--- src/rtl/fifo_read_operation_pkg.sv ---
// ----------------------------------------------------------------------------
// fifo_read_operation_pkg
//   Constants and the read-side FSM encoding shared by the 8-entry register
//   FIFO read and write paths.
// ----------------------------------------------------------------------------
package fifo_read_operation_pkg;

    localparam int unsigned FIFO_DATA_W = 32;
    localparam int unsigned FIFO_DEPTH  = 8;
    localparam int unsigned FIFO_ADDR_W = 3;

    typedef enum logic [1:0] {
        IDLE   = 2'b00,
        READ   = 2'b01,
        RD_ERR = 2'b10
    } rd_state_t;

endpackage : fifo_read_operation_pkg

--- src/rtl/fifo_read_operation_read_mux.sv ---
// ----------------------------------------------------------------------------
// read_mux_8to1
//   Combinational DEPTH:1 selector returning the FIFO entry addressed by sel.
// Ports
//   reg_flat  in   DEPTH*DATA_W  flattened register bank, entry i at [i*DATA_W +: DATA_W]
//   sel       in   ADDR_W        entry index
//   data      out  DATA_W        selected entry
// ----------------------------------------------------------------------------
module read_mux_8to1
    import fifo_read_operation_pkg::*;
#(
    parameter int unsigned DATA_W = FIFO_DATA_W,
    parameter int unsigned DEPTH  = FIFO_DEPTH,
    parameter int unsigned ADDR_W = FIFO_ADDR_W
) (
    input  logic [DEPTH*DATA_W-1:0] reg_flat,
    input  logic [ADDR_W-1:0]       sel,
    output logic [DATA_W-1:0]       data
);

    always_comb begin
        data = '0;
        for (int unsigned i = 0; i < DEPTH; i++) begin
            if (sel == ADDR_W'(i)) begin
                data = reg_flat[i*DATA_W +: DATA_W];
            end
        end
    end

endmodule : read_mux_8to1

--- src/rtl/fifo_read_operation.sv ---
// ----------------------------------------------------------------------------
// fifo_read_operation
//   Read-side controller of the 8-entry register FIFO. Owns the head pointer
//   and occupancy count, selects the head entry and returns registered data
//   with a one-cycle ack (read done) or err (read while empty) pulse.
// Ports
//   clk       in   1             clock, rising edge
//   reset     in   1             asynchronous active-high reset
//   re        in   1             read request
//   we        in   1             write strobe from write side (count tracking only)
//   reg_flat  in   DEPTH*DATA_W  register bank contents
//   rd_addr   out  ADDR_W        head pointer
//   dout      out  DATA_W        registered read data
//   rd_ack    out  1             read completed, dout valid this cycle
//   rd_err    out  1             read rejected, FIFO was empty
//   count     out  ADDR_W+1      occupancy 0..DEPTH
//   empty     out  1             count == 0
//   full      out  1             count == DEPTH
// ----------------------------------------------------------------------------
module fifo_read_operation
    import fifo_read_operation_pkg::*;
#(
    parameter int unsigned DATA_W = FIFO_DATA_W,
    parameter int unsigned DEPTH  = FIFO_DEPTH,
    parameter int unsigned ADDR_W = FIFO_ADDR_W
) (
    input  logic                    clk,
    input  logic                    reset,
    input  logic                    re,
    input  logic                    we,
    input  logic [DEPTH*DATA_W-1:0] reg_flat,
    output logic [ADDR_W-1:0]       rd_addr,
    output logic [DATA_W-1:0]       dout,
    output logic                    rd_ack,
    output logic                    rd_err,
    output logic [ADDR_W:0]         count,
    output logic                    empty,
    output logic                    full
);

    localparam logic [ADDR_W:0] DEPTH_C = (ADDR_W+1)'(DEPTH);

    rd_state_t           state_q, state_d;
    logic [ADDR_W-1:0]   rd_ptr_q, rd_ptr_d;
    logic [ADDR_W:0]     count_q, count_d;
    logic [DATA_W-1:0]   dout_q, dout_d;
    logic [DATA_W-1:0]   head_data;
    logic                rd_valid;
    logic                wr_valid;

    read_mux_8to1 #(
        .DATA_W (DATA_W),
        .DEPTH  (DEPTH),
        .ADDR_W (ADDR_W)
    ) u_read_mux (
        .reg_flat (reg_flat),
        .sel      (rd_ptr_q),
        .data     (head_data)
    );

    assign empty    = (count_q == '0);
    assign full     = (count_q == DEPTH_C);
    assign rd_valid = re & ~empty;
    assign wr_valid = we & ~full;

    always_ff @(posedge clk or posedge reset) begin
        if (reset) begin
            state_q  <= IDLE;
            rd_ptr_q <= '0;
            count_q  <= '0;
            dout_q   <= '0;
        end else begin
            state_q  <= state_d;
            rd_ptr_q <= rd_ptr_d;
            count_q  <= count_d;
            dout_q   <= dout_d;
        end
    end

    always_comb begin
        state_d  = IDLE;
        rd_ptr_d = rd_ptr_q;
        count_d  = count_q;
        dout_d   = dout_q;

        if (re) begin
            state_d = empty ? RD_ERR : READ;
        end

        // DEPTH == 2**ADDR_W, so natural overflow gives the 7 -> 0 wrap.
        if (rd_valid) begin
            dout_d   = head_data;
            rd_ptr_d = rd_ptr_q + 1'b1;
        end

        // wr_valid/rd_valid already exclude overflow and underflow.
        unique case ({wr_valid, rd_valid})
            2'b10:   count_d = count_q + 1'b1;
            2'b01:   count_d = count_q - 1'b1;
            default: count_d = count_q;
        endcase
    end

    assign rd_ack  = (state_q == READ);
    assign rd_err  = (state_q == RD_ERR);
    assign rd_addr = rd_ptr_q;
    assign dout    = dout_q;
    assign count   = count_q;

endmodule : fifo_read_operation

--- config.mk ---
export PLATFORM = sky130hd
export DESIGN_NAME = fifo_read_operation
export DESIGN_NICKNAME = d
export VERILOG_FILES = /design/src/rtl/fifo_read_operation_pkg.sv /design/src/rtl/fifo_read_operation_read_mux.sv /design/src/rtl/fifo_read_operation.sv
export SDC_FILE = /design/constraint.sdc
export NUM_CORES = 1
export LEC_CHECK = 0
export BUFFER_PORTS_ARGS = -buffer_cell sky130_fd_sc_hd__buf_2
export CORE_AREA = 2 2 117 119
export DETAILED_ROUTE_END_ITERATION = 8
export DIE_AREA = 0 0 119 121
export GPL_TIMING_DRIVEN = 1
export PLACE_DENSITY = 0.71
export SYNTH_ARGS = -nofsm -noshare
export SYNTH_HDL_FRONTEND = slang
export SYNTH_SLANG_ARGS = --single-unit
--- constraint.sdc ---
create_clock -name clk -period 3.68 [get_ports clk]
set_input_delay 0.736 -clock clk [delete_from_list [all_inputs] [get_ports clk]]
set_output_delay 0.736 -clock clk [all_outputs]
set_load 0.005 [all_outputs]
==> out/results.ini <==
[grt]
grt_overflow_total = 0
grt_use_met1_pct = 30.9
grt_pass1_vias = 5768
grt_max_degree = 89
grt.total_usage_pct = 25.4
antenna_found_initial = 1
use_met2_pct = 43.8
met3_usage_pct = 5.40
grt-busiest-layer = met2
grt_pass1_wl_mm = 29.3

[synthesis]
syn_nets = 917
synth_area_sq_um = 4390
ys_warn_count = 0
ys_seq_area_share_pct = 23.4
avgSynthCellArea_sq_um = 6.78
synth_cells = 647
ys_ff_latch = 41
synth.distinct_cells = 40

[clock_tree]
cts_root_buf = clkbuf_16
postCtsSetupBuffers = 0
clkSinkCount = 41
cts_buffers = 5
clk_path_buf_depth = 2
path_clk_slew_ns = 0.07
htreeDepth = 2
cts_hold_buf = 0
cts_tree = done
cts_resized = 0
worstSkewPairLatency_ns = 0.29

[detailed_routing]
drc = 0
firstDrtPassIters = 7
antenna_left = 0
drtIter0Drc = 575
via_count = 6037
totalWireLength_mm = 19.1
viasPerCell = 5.63
wire_per_inst_um = 17.8

[die]
rows = 42
io_pins = 303
core-area_sq_um = 13100
start_util_pct = 33.5
fp.dieH_um = 121
die_w_um = 119
die_area_sq_um = 14400

[power]
power_density_nw_per_um2 = 781
p_leak_nw = 3.24
finalPower_mw = 4.78
peakVddDrop_mv = 0.397

[placed_design]
place.gp.congestion = 0.873
place_area_sq_um = 5950
placed_cells_incl_taps = 1064
portBuffers = 302
dp_hpwl_mm = 13.0

[critical_path]
crit_type = register to register
cp_top_family = adder cells
start_kind = register
slowest_stage = ha_2
critPathMaxFanout = 39
arrival_ns = 2.87
max_stage_delay_ns = 0.80
r2r_slack_ns = 0.99
critPathBufInv = 2
end_kind = register
critical_path_required_ns = 3.86
crit_chain = inv_1 > ha_2 > buf_4 > nand2_1 > o21ai_0 > a222oi_1 > o31ai_1

[run_status]
status = completed

[cells_and_area]
multi_input_area_sq_um = 2820
layout.area.seq_sq_um = 1030
instances_no_fill = 1073
nFillCells = 1409
fin_area_sq_um = 6120
final_nets = 1165
area_growth_pct = 39.6
drive_above_1_share_pct = 36.9

[timing]
max_freq_mhz = 372
worst_pin_slew_ns = 0.966
setup_tns_ns = 0
min_period_ns = 2.69
fin_skew_ns = 0.00855
hold-worst-slack_ns = 0.485
relSlewSlack_pct = 35.5
hold_viol_final = 0
fin_crit_sh_pct = 73.1
finalSetupViolCount = 0
rsz0062_at_grt = no
slew_viol_final = 0

[run]
maxCapViolCount = 0

[hold_path]
hold_class = register to register

==> per-layer routing <==
layer | wire length [um] | vias to the layer above
met2 | 9330 | 371
met5 | 13 | -
met4 | 500 | 2
met1 | 7460 | 2779
li1 | - | 2845
met3 | 1740 | 40
==> cells in the mapped netlist (all sizes together) <==
master	n	area share [%]
nand2	98	8.4
a21oi	95	11
inv	71	6.1
dfrtp	41	23
clkbuf	40	3.4
o21ai	40	4.6
a221oi	35	7.0
nor2	35	3.0
buf	32	3.8
a211oi	30	5.1
and3	30	4.3
o31ai	30	5.1
a222oi	29	6.6
ha	9	2.6
nor2b	4	0.57
nand2b	3	0.43
a31oi	2	0.29
nand3	2	0.23
nand3b	2	0.34
nor3	2	0.23
xnor2	2	0.40
a2111oi	1	0.20
a211o	1	0.20
a21o	1	0.17
and2	1	0.14
fa	1	0.46
nand4	1	0.14
nand4b	1	0.20
nor3b	1	0.17
nor4	1	0.14
nor4b	1	0.20
o41ai	1	0.63
or2	1	0.14
or3b	1	0.20
or4	1	0.17
xor2	1	0.20
==> placed cells by master, fill, tap and decap left out, types with 2 or more instances in the layout <==
master / Yosys / layout
buf_12: 0 / 2
a211oi_1: 30 / 30
buf_2: 18 / 302
xnor2_1: 2 / 2
a222oi_1: 29 / 29
nand2b_1: 3 / 3
nor2_1: 35 / 34
and3_1: 30 / 30
a31oi_1: 2 / 2
inv_2: 1 / 2
o31ai_1: 30 / 30
clkbuf_16: 0 / 5
nand2_1: 98 / 98
ha_2: 0 / 2
nand3b_1: 2 / 2
ha_1: 9 / 5
nor3_1: 2 / 2
o21ai_1: 3 / 3
nand3_1: 2 / 2
buf_4: 0 / 9
a21oi_1: 95 / 95
dfrtp_1: 41 / 40
inv_1: 70 / 69
nor2b_1: 4 / 4
o21ai_0: 37 / 37
ha_4: 0 / 2
a221oi_1: 35 / 35
==> worst reg2reg max path: cells and delay by family (launching register included) <==
| kind | cells | cell delay (ns) |
|---|---|---|
| adder cells (fa/ha/maj) | 1 | 0.80 |
| AND/OR/NAND/NOR | 1 | 0.11 |
| flip-flops | 1 | 0.44 |
| AO/OA/AOI/OAI | 3 | 0.55 |
| buffers and inverters | 2 | 0.67 |
==> path summary, 6_finish.rpt <==
| kind | cells past startpoint | from | to |
|---|---|---|---|
| worst max-delay path | 7 | rd_addr[0] | dout[27] |
| worst min-delay path | 2 | dout[28] | dout[28] |
| worst max register to register | 7 | rd_addr[0] | dout[27] |
| worst min register to register | 2 | dout[28] | dout[28] |
| max in group asynchronous | 2 | reset | rd_addr[2] |
| min in group asynchronous | 2 | reset | dout[9] |
==> cell type report <==
type,instances,area share [%]
antenna,1,0.0409
clock inverter,3,0.756
timing repair buffer,313,26.4
multi-input combinational,463,46.0
sequential,41,16.8
inverter,71,4.35
tap,176,3.60
clock buffer,5,2.04
==> report_power, final <==
group	internal (mW)	switching (mW)
combinational	1.33	2.10
clock	0.322	0.207
sequential	0.660	0.166
==> metrics by stage <==
step / util [%] / worst slack, ns
after floorplan: - / 1.03
after global placement: 45.5 / 1.12
after detailed placement: 45.5 / 1.04
after CTS: 46.8 / 1.01
after global routing: 46.8 / 0.778
final: 46.8 / 0.991
==> kinds of logic (layout without fill, tap and decap cells) <==
| group | Yosys count | in the layout | share of synthesized area (%) |
|---|---|---|---|
| xor gates and xnor gates | 3 | 3 | 0.599 |
| adders and majority gates | 10 | 10 | 3.02 |
| buffers and inverters | 143 | 392 | 13.3 |
| and+or+nand+nor | 185 | 185 | 19.0 |
| DFF | 41 | 41 | 23.4 |
| AOI/OAI and AO/OA | 265 | 265 | 40.8 |
| other | 0 | 1 | 0 |
==> state kept, by name (all words and copies together), names as in the netlist <==
name     count
count        4
dout        32
rd_addr      3
state_q      2
(Power assumes the default switching activity.)
